==> src/rtl/fifo_rd_ctrl.sv <==
`default_nettype none
// ============================================================================
// Module   : fifo_rd_ctrl
// Purpose  : Read-side controller for a 1-word clock-crossing fifo, running in
//            the fifo output (clkout) domain. Captures fifo_dataout when a
//            word is available, holds fifo_rd high until fifo_empty_n drops
//            (so the write domain reliably sees the read), then presents the
//            word on a valid/ready stream.
// Ports    : clk, rst           - clock / asynchronous active-high reset
//            fifo_dataout       - fifo data (BUS_WIDTH)
//            fifo_empty_n       - 1 = fifo holds a word
//            fifo_rd            - registered fifo read level
//            out_data/out_valid - stream data / valid (registered)
//            out_ready          - stream ready from the consumer
//            word_cnt           - captured-word count, wraps at 2^CNT_WIDTH
//            busy               - state is not IDLE
//            timeout_err        - sticky ACK timeout flag
// Config   : FIFO_RD_TIMEOUT_EN - when defined, ACK gives up after
//            TIMEOUT_CYCLES cycles and sets timeout_err; otherwise ACK waits
//            indefinitely and timeout_err is tied to 0.
// Revision : 1.0 - initial release
// ============================================================================
module fifo_rd_ctrl #(
  parameter int BUS_WIDTH      = 16,
  parameter int TIMEOUT_CYCLES = 64,
  parameter int CNT_WIDTH      = 16
) (
  input  logic                 clk,
  input  logic                 rst,
  input  logic [BUS_WIDTH-1:0] fifo_dataout,
  input  logic                 fifo_empty_n,
  output logic                 fifo_rd,
  output logic [BUS_WIDTH-1:0] out_data,
  output logic                 out_valid,
  input  logic                 out_ready,
  output logic [CNT_WIDTH-1:0] word_cnt,
  output logic                 busy,
  output logic                 timeout_err
);

  typedef enum logic [1:0] {
    IDLE    = 2'd0,
    ACK     = 2'd1,
    RELEASE = 2'd2
  } state_t;

  state_t               state_q, state_d;
  logic                 rd_q, rd_d;
  logic                 valid_q, valid_d;
  logic [BUS_WIDTH-1:0] data_q, data_d;
  logic [CNT_WIDTH-1:0] cnt_q, cnt_d;

  logic w_buf_free;
  logic w_xfer;
  logic w_capture;

  // The output register can take a new word if it is empty or being drained
  // on this very edge.
  assign w_buf_free = !valid_q || out_ready;
  assign w_xfer     = valid_q && out_ready;
  assign w_capture  = (state_q == IDLE) && fifo_empty_n && w_buf_free;

`ifdef FIFO_RD_TIMEOUT_EN
  localparam int TMO_W = $clog2(TIMEOUT_CYCLES + 1);
  // Last ACK cycle index: the counter starts at 0 on the first ACK edge.
  localparam logic [TMO_W-1:0] TMO_LAST = TMO_W'(TIMEOUT_CYCLES - 1);

  logic [TMO_W-1:0] tmo_q, tmo_d;
  logic             terr_q, terr_d;
`endif

  // Next-state and output logic
  always_comb begin
    state_d = state_q;
    rd_d    = rd_q;
    valid_d = valid_q;
    data_d  = data_q;
    cnt_d   = cnt_q;
`ifdef FIFO_RD_TIMEOUT_EN
    tmo_d   = tmo_q;
    terr_d  = terr_q;
`endif

    // Stream register: a capture wins over a same-edge transfer so that
    // back-to-back words keep valid asserted.
    if (w_capture) begin
      valid_d = 1'b1;
      data_d  = fifo_dataout;
      cnt_d   = cnt_q + CNT_WIDTH'(1);
    end else if (w_xfer) begin
      valid_d = 1'b0;
    end

    case (state_q)
      IDLE: begin
        rd_d = 1'b0;
        if (w_capture) begin
          rd_d    = 1'b1;
          state_d = ACK;
`ifdef FIFO_RD_TIMEOUT_EN
          tmo_d   = '0;
`endif
        end
      end
      ACK: begin
        rd_d = 1'b1;
        if (!fifo_empty_n) begin
          rd_d    = 1'b0;
          state_d = RELEASE;
        end
`ifdef FIFO_RD_TIMEOUT_EN
        else if (tmo_q == TMO_LAST) begin
          // Write side never acknowledged; give up but keep the word.
          rd_d    = 1'b0;
          terr_d  = 1'b1;
          state_d = RELEASE;
        end else begin
          tmo_d = tmo_q + TMO_W'(1);
        end
`endif
      end
      RELEASE: begin
        // Wait for empty_n low so a stale word after a timeout is not
        // captured a second time.
        rd_d = 1'b0;
        if (!fifo_empty_n) begin
          state_d = IDLE;
        end
      end
      default: begin
        rd_d    = 1'b0;
        state_d = IDLE;
      end
    endcase
  end

  // State registers
  always_ff @(posedge clk or posedge rst) begin
    if (rst) begin
      state_q <= IDLE;
      rd_q    <= 1'b0;
      valid_q <= 1'b0;
      data_q  <= '0;
      cnt_q   <= '0;
    end else begin
      state_q <= state_d;
      rd_q    <= rd_d;
      valid_q <= valid_d;
      data_q  <= data_d;
      cnt_q   <= cnt_d;
    end
  end

`ifdef FIFO_RD_TIMEOUT_EN
  always_ff @(posedge clk or posedge rst) begin
    if (rst) begin
      tmo_q  <= '0;
      terr_q <= 1'b0;
    end else begin
      tmo_q  <= tmo_d;
      terr_q <= terr_d;
    end
  end

  assign timeout_err = terr_q;
`else
  assign timeout_err = 1'b0;
`endif

  assign fifo_rd   = rd_q;
  assign out_data  = data_q;
  assign out_valid = valid_q;
  assign word_cnt  = cnt_q;
  assign busy      = (state_q != IDLE);

endmodule
`default_nettype wire

==> config.mk <==
export PLATFORM = sky130hd
export DESIGN_NAME = fifo_rd_ctrl
export DESIGN_NICKNAME = d
export VERILOG_FILES = /design/src/rtl/fifo_rd_ctrl.sv
export SDC_FILE = /design/constraint.sdc
export NUM_CORES = 1
export LEC_CHECK = 0
export BUFFER_PORTS_ARGS = -buffer_cell sky130_fd_sc_hd__buf_2
export CAP_MARGIN = 20
export CORE_MARGIN = 5
export CORE_UTILIZATION = 52
export DETAILED_ROUTE_END_ITERATION = 6
export HOLD_SLACK_MARGIN = 0.06
export PLACE_DENSITY = 0.95
export SLEW_MARGIN = 5
export SYNTH_ARGS = -nofsm -noshare
export SYNTH_HDL_FRONTEND = slang
export SYNTH_SLANG_ARGS = --single-unit
==> constraint.sdc <==
create_clock -name clk -period 4.8 [get_ports clk]
set_input_delay 0.48 -clock clk [delete_from_list [all_inputs] [get_ports clk]]
set_output_delay 0.48 -clock clk [all_outputs]
set_load 0.02 [all_outputs]
==> metrics.txt, run 1 <==
fillcell total=around 210; number of vias per cell=5.28; number of buffers created by CTS=5; utilization after layout=67.8%; Core ar.=between 2000 and 3000 um2; Critical Path End Type=register; Post-synth EDFFs=0; Synth Warn #=0; postcts setup bufs=0; row count=19; Worst-Skew Late Latency=330 ps; post-synthesis cell area=between 1500 and 2000 um2; RSZ-0062 raised after global routing=no; post-route setup TNS=0 ps; Req. time, crit path=5020 ps; GP Congestion=0.759; root buf cell=clkbuf_4; Final Hold Fails=0; area growth from synthesis to layout=23.8%; Worst Skew=10.8 ps; routed length per instance=roughly 15 um; vias in the first global route=1168; worst vdd ir=0.404 mV; # port buffers=54; most frequent cell after synthesis=dfrtp_1; Residual DRC=0; initial DRC count=27; TritonCTS clock tree=done; PwrDens=~520 nW/um2; overall die area=4110 um2; fin crit period=between 1500 and 2000 ps; post-route insts no fill=201; Crit Path Class=reg -> reg; grt ovf=0; Post-Synthesis Cells=110; most common library cells after synthesis=dfrtp_1, xnor2_1, mux2_2, mux2_4, nand3_1; layout cell share with drive strength beyond 1=49.4%; CTS hold repair buffers=0; Inst Count DP=193; Setup Slack @ Placement=roughly 2700 ps; Max H-tree Level=2; Die H=64.1 um; arrival time worst endpoint=around 2100 ps; Hold Slack=about 230 ps; TritonRoute pass-1 iters=4; Net Count, Synth=131; post-synth cell types=28; relative slew slack=40.8%; Slew Limit Fails=0; Startpoint Class=register; clk sinks=36; Slew @ Worst Pin=888 ps; outcome=completed; CP max FO=19; n_diodes=0; antenna-violating nets left=0; Max-Cap Viols=0; final wirelength=2980 um; Clk pin slew, worst setup/hold paths=110 ps; Synth top area share=just under 60%; Final Setup Violations=0; Synth area leaders=dfrtp_1, mux2_4, xnor2_1; Syn Area/Cell=13.8 um2; Post-CTS Resized=0; clock tree buffer depth=2; fin crit share=approximately two fifths; Initial Util=54.7%; sequential area share after synthesis=a little under 60%; ys flop type=dfrtp_1; Die Wd=approximately 64 um; fmax=between 500 and 600 MHz; post-synth top area cell=dfrtp_1; NumNets Final=190; Setup WS post-layout=2960 ps; gr usage total=between 10% and 20%; largest net degree at the start of global routing=37; number of synthesized register bits=36; global-route wire length before repair=5230 um; fraction of registers with async set/reset=100%; initial antenna violation count=0; Worst Hold Class=in -> async; # IOs=56; leakage=~0.00095 uW; DR vias=around 1.1k; placed wire-length estimate=2260 um
## power breakdown
| part | leakage [uW] | switching (uW) | internal (uW) |
|---|---|---|---|
| Clock | 0.0000422 | 93.4 | 109 |
| Combinational | 0.000465 | 188 | 145 |
| Sequential | 0.000447 | 60.4 | 380 |
| Total | 0.000954 | 342 | 635 |
## state kept, by name, indices dropped and copies added (netlist names)
name / cells
fifo_rd: 1
state_q: 2
word_cnt: 16
out_valid: 1
out_data: 16
## critical path, stage by stage (launching register included)
cell and delay, ps:
dfrtp_1 360, nor2b_4 220, or3_1 720, mux2_2 410
## logic make-up after synthesis
logic type | after synthesis | share of synthesized area, %
AOI/OAI and AO/OA | 4 | 1.48
xor gates and xnor gates | 15 | 8.63
adders and majority gates | 1 | 0.822
buffers and inverters | 7 | 2.96
DFF | 36 | 59.2
muxes | 17 | 14.5
other | 1 | 0.246
and+or+nand+nor | 29 | 12.2
## final timing paths
| check | start | to | slack, ps | cells after the start |
|---|---|---|---|---|
| worst max-delay path | out_valid | out_data[1] | 2960 | 3 |
| max in group asynchronous | rst | word_cnt[7] | 4260 | 3 |
| worst max register to register | out_valid | out_data[1] | 2960 | 3 |
| worst min register to register | word_cnt[15] | word_cnt[15] | 500 | 1 |
| worst min-delay path | rst | out_data[15] | 230 | 3 |
| min in group clk | fifo_dataout[2] | out_data[2] | 370 | 2 |
## per-stage QoR
step	power, uW	instance area, um2
3_3_place_gp	764	1810
5_1_grt	1040	1890
6_report	976	1890
3_5_place_dp	784	1810
4_1_cts	991	1890
2_1_floorplan	667	1520
## placed cells by master, fill, tap and decap left out, types with 2 or more instances in the layout
cell type  Yosys  layout
buf_2          0      54
xnor2_1       13      13
nor2_1         3       3
clkbuf_4       0       5
nand2_1        4       4
xor2_1         2       2
a21oi_1        2       2
mux2_2         9       9
nand4_1        4       4
mux2_4         8       8
dfrtp_1       36      36
nand3_1        7       7
inv_1          4       4
## per-layer routing
metal  global-route usage (%)  share of wire, %  up-vias
li1                         -                 -      497
met1                     18.9                40      514
met2                     26.6                48       46
met3                     5.78                11        5
met4                     9.16               1.5        0
met5                        0                 0        -
## layout make-up
type,instances,area (um2),share of cell area [%]
clock buffers,6,41.3,2.19
clock inverters,2,35.0,1.86
inverters,4,15.0,0.796
multi-input cells,67,577,30.6
flip-flops and latches,36,901,47.8
well taps,31,38.8,2.06
repair buffers,55,278,14.7
(Power assumes the default switching activity.)
==> run 2, diff against run 1 <==
- ABC_AREA: default -> 1
- CORE_UTILIZATION: 52 -> 50
- PLACE_DENSITY: 0.95 -> 0.9
- clock period: 4.8 -> 1.8 ns (I/O delays scaled with it)
==> metrics.txt, run 2 <==
outcome=completed; commonest non-fill, non-tap cell in the layout=nand2_1; Worst Reg-to-Reg Cells=8 (+5); Max-Cap Viols=0 (unchanged); Synth area leaders=dfrtp_1, nand2_1, nor2_4; PwrDens=1340 nW/um2 (+160%); most frequent cell after synthesis=nand2_1; CP max FO=4 (-15); n_diodes=0 (unchanged); # port buffers=54 (unchanged); NumNets Final=288 (+52%); gr usage total=18.9% (+2.5 points); TritonRoute pass-1 iters=4 (unchanged); Crit path buffers/inverters=1 (+1); Worst Skew=12.1 ps (+1.35 ps); initial DRC count=67 (+150%); Worst Hold Class=in -> reg; Post-synth EDFFs=0 (unchanged); Inst Count DP=289 (+50%); Die Wd=68.8 um (+7.3%); Slew Limit Fails=0 (unchanged); Worst-Skew Late Latency=340 ps (about the same); Initial Util=51.8% (-2.9 points); number of synthesized register bits=36 (unchanged); WHS Endpoint=state_q[1]; Crit Path Class=reg -> reg; Final Hold Fails=0 (unchanged); fin crit period=1430 ps (-411 ps); fin crit share=79.3% (+41 points); hold depth=2; sequential area share after synthesis=52.1% (-7.1 points); FF-to-FF End=word_cnt[14]; Reg2Reg Setup Slack=370 ps (-2590 ps); ys flop type=dfrtp_1; routed length per instance=12.5 um (-15%); placed wire-length estimate=2710 um (+20%); Residual DRC=0 (unchanged); utilization after layout=68.3% (+0.49 points); fraction of registers with async set/reset=100% (unchanged); commonest cells after routing, fill and taps aside=nand2_1, buf_2, dfrtp_1; clk sinks=36 (unchanged); post-route insts no fill=313 (+56%); TritonCTS clock tree=done; clock tree buffer depth=2 (unchanged); number of vias per cell=4.81 (-9.0%); Max H-tree Level=2 (unchanged); fillcell total=265 (+26%); crit-path cells=ha_1, nand2_2, nor2_4, inv_2, nor2_4, nand3_1, nand2_1, nand2_1; Die H=68.8 um (+7.3%); arrival time worst endpoint=1660 ps (-400 ps); area growth from synthesis to layout=31.8%; final wirelength=3930 um (+32%); Req. time, crit path=2040 ps (-2980 ps); hold_sp=fifo_empty_n; overall die area=4730 um2 (+15%); worst vdd ir=0.907 mV (+120%); post-synth cell types=25 (-11%); fmax=701 MHz (+29%); RSZ-0062 raised after global routing=no; global-route wire length before repair=6470 um (+24%); Hold Slack=156 ps (-72.1 ps); critical path's largest stage delay=430 ps (-290 ps); post-synth top area cell=dfrtp_1; post-route setup TNS=0 ps (unchanged); Net Count, Synth=212 (+62%); worst r2r src=word_cnt[1]; Synth top area share=52.1% (-7.1 points); layout cell share with drive strength beyond 1=31.5% (-18 points); postcts setup bufs=0 (unchanged); CP max stage cell=dfrtp_1; most common library cells after synthesis=nand2_1, dfrtp_1, inv_1, nand3_1, nor2_4; Crit path max-delay family=simple AND/OR/NAND/NOR gates; GP Congestion=0.817 (+7.6%); grt ovf=0 (unchanged); initial antenna violation count=0 (unchanged); Final Power=3050 uW (+210%); Post-Synthesis Cells=191 (+74%); row count=21 (+2); antenna-violating nets left=0 (unchanged); Clk pin slew, worst setup/hold paths=100 ps (about the same); root buf cell=clkbuf_4; largest net degree at the start of global routing=37 (unchanged); vias in the first global route=1497 (+28%); post-synthesis cell area=1730 um2 (+14%); Syn Area/Cell=9.05 um2 (-35%); Final Setup Violations=0 (unchanged); Core ar.=3340 um2 (+20%); # IOs=56 (unchanged); DR vias=1505 (+42%); Synth Warn #=0 (unchanged); Startpoint Class=register; Critical Path End Type=register; number of buffers created by CTS=5 (unchanged); leakage=0.00128 uW (+34%)
## run 2: cell count changes after synthesis, moves of 4 or more
| cell | change |
|---|---|
| mux2_4 | -8 |
| nand2_1 | +76 |
| nor2_4 | +6 |
| xnor2_1 | -8 |
| nand2_4 | +4 |
| nand3_1 | +6 |
| mux2_2 | -9 |
| inv_1 | +12 |
## run 2: stage by stage
step	setup WS, ps	area (um2)
CTS	348	2280
global route	257	2280
global placement	448	2040
finish	372	2280
detailed placement	366	2040
floorplan	355	1730
## run 2: cell families after synthesis
group                      Yosys count  synth area share, %
and+or+nand+nor                    120                 35.5
adders and majority gates            1                0.723
buffers and inverters               23                 6.01
other                                1                0.217
xor gates and xnor gates             8                 4.92
DFF                                 36                 52.1
AOI/OAI and AO/OA                    2                0.579
## run 2: what timing repair did
item / CTS / global route
endpoints found under the hold margin: 52 / 0
hold buffers: 17 / 0
gates resized for setup: 0 / 0
## run 2: how the worst max path moves through the flow
stage / start / end / slack, ps / cells past startpoint
final: word_cnt[1] / word_cnt[14] / 370 / 8
after global routing: word_cnt[0] / word_cnt[14] / 260 / 8
after CTS: word_cnt[0] / word_cnt[14] / 350 / 8
after detailed placement: word_cnt[0] / word_cnt[14] / 370 / 8
after global placement: word_cnt[1] / word_cnt[14] / 450 / 8
after floorplan: word_cnt[0] / word_cnt[8] / 360 / 8
## run 2: layout make-up
type | count | area (um2) | area share [%]
multi-input combinational | 132 | 724 | 31.8
tap | 46 | 57.6 | 2.53
clock buffer | 7 | 65.1 | 2.86
timing repair buffer | 74 | 463 | 20.3
inverter | 18 | 67.6 | 2.97
sequential | 36 | 901 | 39.5
## run 2: report_power, final
| group | switching, uW | total (uW) | internal (uW) |
|---|---|---|---|
| Combinational | 850 | 1310 | 455 |
| Sequential | 197 | 1270 | 1080 |
| Clock | 251 | 472 | 221 |
| Total | 1300 | 3050 | 1750 |
## run 2: metal layers
metal	wire length (um)	GRT usage [%]	vias up
li1	-	-	736
met1	1520	21.4	692
met2	1970	30.5	57
met3	285	6.16	20
met4	153	12.4	0
met5	0	0	-
==> run 3, diff against run 2 <==
- CORE_UTILIZATION: 50 -> 45
- PLACE_DENSITY: 0.9 -> 0.86
- clock period: 1.8 -> 1.3 ns (I/O delays scaled with it)
==> metrics.txt, run 3 (synthesis results as in run 2) <==
combinational group share of total power=44.4% (+1.6 points); Residual DRC=0 (unchanged); Flop pwr share=39.4% (-2.3 points); largest net degree at the start of global routing=37 (unchanged); fillcell total=314 (+18%); P_int=2660 uW (+52%); Final Setup Violations=0 (unchanged); root buf cell=clkbuf_8; M2 GR Usage=28.5% (-2.0 points); Sw Share=41.6% (-0.96 points); Req. time, crit path=1480 ps (-560 ps); clock tree buffer depth=2 (unchanged); row count=22 (+4.8%); leakage=0.00132 uW (+3.0%); fmax=772 MHz (+10%); CP max FO=6 (+2); # IOs=56 (unchanged); PwrDens=1900 nW/um2 (+42%); TritonRoute pass-1 iters=4 (unchanged); Hold Slack=187 ps (+30.8 ps); NumNets Final=296 (+2.8%); Critical Path End Type=register; RSZ-0062 raised after global routing=yes; Initial Util=46.9% (-4.9 points); grt ovf=0 (unchanged); antenna-violating nets left=0 (unchanged); number of buffers created by CTS=5 (unchanged); vias in the first global route=1434 (-4.2%); post-place instance area=2080 um2 (+1.6%); arrival time worst endpoint=1480 ps (-180 ps); placed wire-length estimate=2690 um (-0.75%); number of vias per cell=4.55 (-5.4%); Worst-Skew Late Latency=280 ps (-60 ps); commonest non-fill, non-tap cell in the layout=nand2_1; gr busiest metal=met2; clk sinks=36 (unchanged); Worst path most repeated cell=nor2_4; critical path's largest stage delay=410 ps (-20 ps); Clk pin slew, worst setup/hold paths=70 ps (-30 ps); gr usage total=16.4% (-2.5 points); Final Hold Fails=0 (unchanged); Setup Slack @ Placement=-14.6 ps (-380 ps); Setup WS post-layout=5.07 ps (-367 ps); clock share of power=16.2% (+0.7 points); initial antenna violation count=0 (unchanged); Crit Path Class=reg -> reg; final wirelength=3980 um (+1.3%); TritonCTS clock tree=done; worst vdd ir=1.11 mV (+23%); commonest cells after routing, fill and taps aside=nand2_1, buf_2, dfrtp_1; met1 GRT Util=19.3% (-2.1 points); post-route insts no fill=324 (+3.5%); DR vias=1474 (-2.1%); initial DRC count=168 (+150%); CP max stage cell=dfrtp_1; layout cell share with drive strength beyond 1=37.0% (+5.5 points); GP Congestion=0.849 (+3.9%); overall die area=5180 um2 (+9.5%); Worst Skew=9.00 ps (-3.11 ps); crit-path cells=nor2_4, nand3_4, nor2_4, nand4_1, nand2_1, inv_1; Die H=72.0 um (+4.6%); Worst Hold Class=in -> reg; global-route wire length before repair=6640 um (+2.7%); routed length per instance=12.3 um (-2.1%); outcome=completed; area growth from synthesis to layout=38.9%; Max-Cap Viols=0 (unchanged); Die Wd=72.0 um (+4.6%); Core ar.=3690 um2 (+11%); met3 GRT Util=5.82% (-0.34 points); Inst Count DP=293 (+1.4%); area of the multi-input gates=754 um2 (+4.1%); Max H-tree Level=2 (unchanged); Slew Limit Fails=0 (unchanged); sw power=1900 uW (+46%); post-route cell area=2400 um2 (+5.4%); # port buffers=54 (unchanged); n_diodes=0 (unchanged); fin crit share=99.6% (+20 points); fin crit period=1290 ps (-133 ps); FF/Latch Area=908 um2 (+0.83%); Startpoint Class=register
[run 3: changes by cell type in the layout (fill, tap and decap cells not counted), sizes merged]
cell,previous run,this run
buf,57,65
clkinv,0,1
[run 3: power by group through the flow]
| stage | sequential [uW] | combinational (uW) | clock, uW |
|---|---|---|---|
| after global placement | 1790 | 1810 | 0 |
| after floorplan | 2210 | 835 | 0 |
| after global routing | 1850 | 2200 | 808 |
| after CTS | 1790 | 1960 | 755 |
| after detailed placement | 1800 | 1850 | 0 |
| final | 1800 | 2020 | 736 |
[run 3: timing repair]
item                       CTS  global route
pin swaps                    2            10
setup endpoints to repair   10            26
hold buffers                17             0
gates resized for setup      3             8
setup buffers                2             4
hold endpoints to repair    52             0
[run 3: worst paths after layout]
check | start | endpoint | slack [ps] | cells after the start
worst max register to register | state_q[1] | word_cnt[15] | 5 | 6
max in group asynchronous | rst | word_cnt[2] | 460 | 4
worst min-delay path | fifo_empty_n | state_q[1] | 190 | 2
worst max-delay path | state_q[1] | word_cnt[15] | 5 | 6
worst min register to register | out_data[9] | out_data[9] | 470 | 2
min in group asynchronous | rst | out_data[9] | 510 | 4
[run 3: critical path, delay by kind of cell (launching register included)]
family / cells / cell delay [ps]
AND/OR/NAND/NOR: 5 / 740
buffers and inverters: 1 / 40
flip-flops: 1 / 410
[run 3: layout make-up]
cell class                 instances  share of cell area, %
sequential                        36                   37.8
timing repair buffer              82                   22.1
multi-input combinational        132                   31.4
clock inverter                     1                  0.208
tap                               48                   2.50
inverter                          18                   2.81
clock buffer                       7                   3.18
[run 3: per-stage QoR]
step                TNS, ps  util (%)  total power, uW
detailed placement    -32.0      56.3             3650
global placement          0      56.3             3590
global route           -546      65.1             4850
floorplan                 0         -             3050
CTS                       0      63.7             4500
finish                    0      65.1             4560
[run 3: per-layer routing]
layer	part of all wire (%)	wire length, um
met1	40	1610
met2	52	2070
met3	6.7	267
met4	0.96	38
met5	0	0
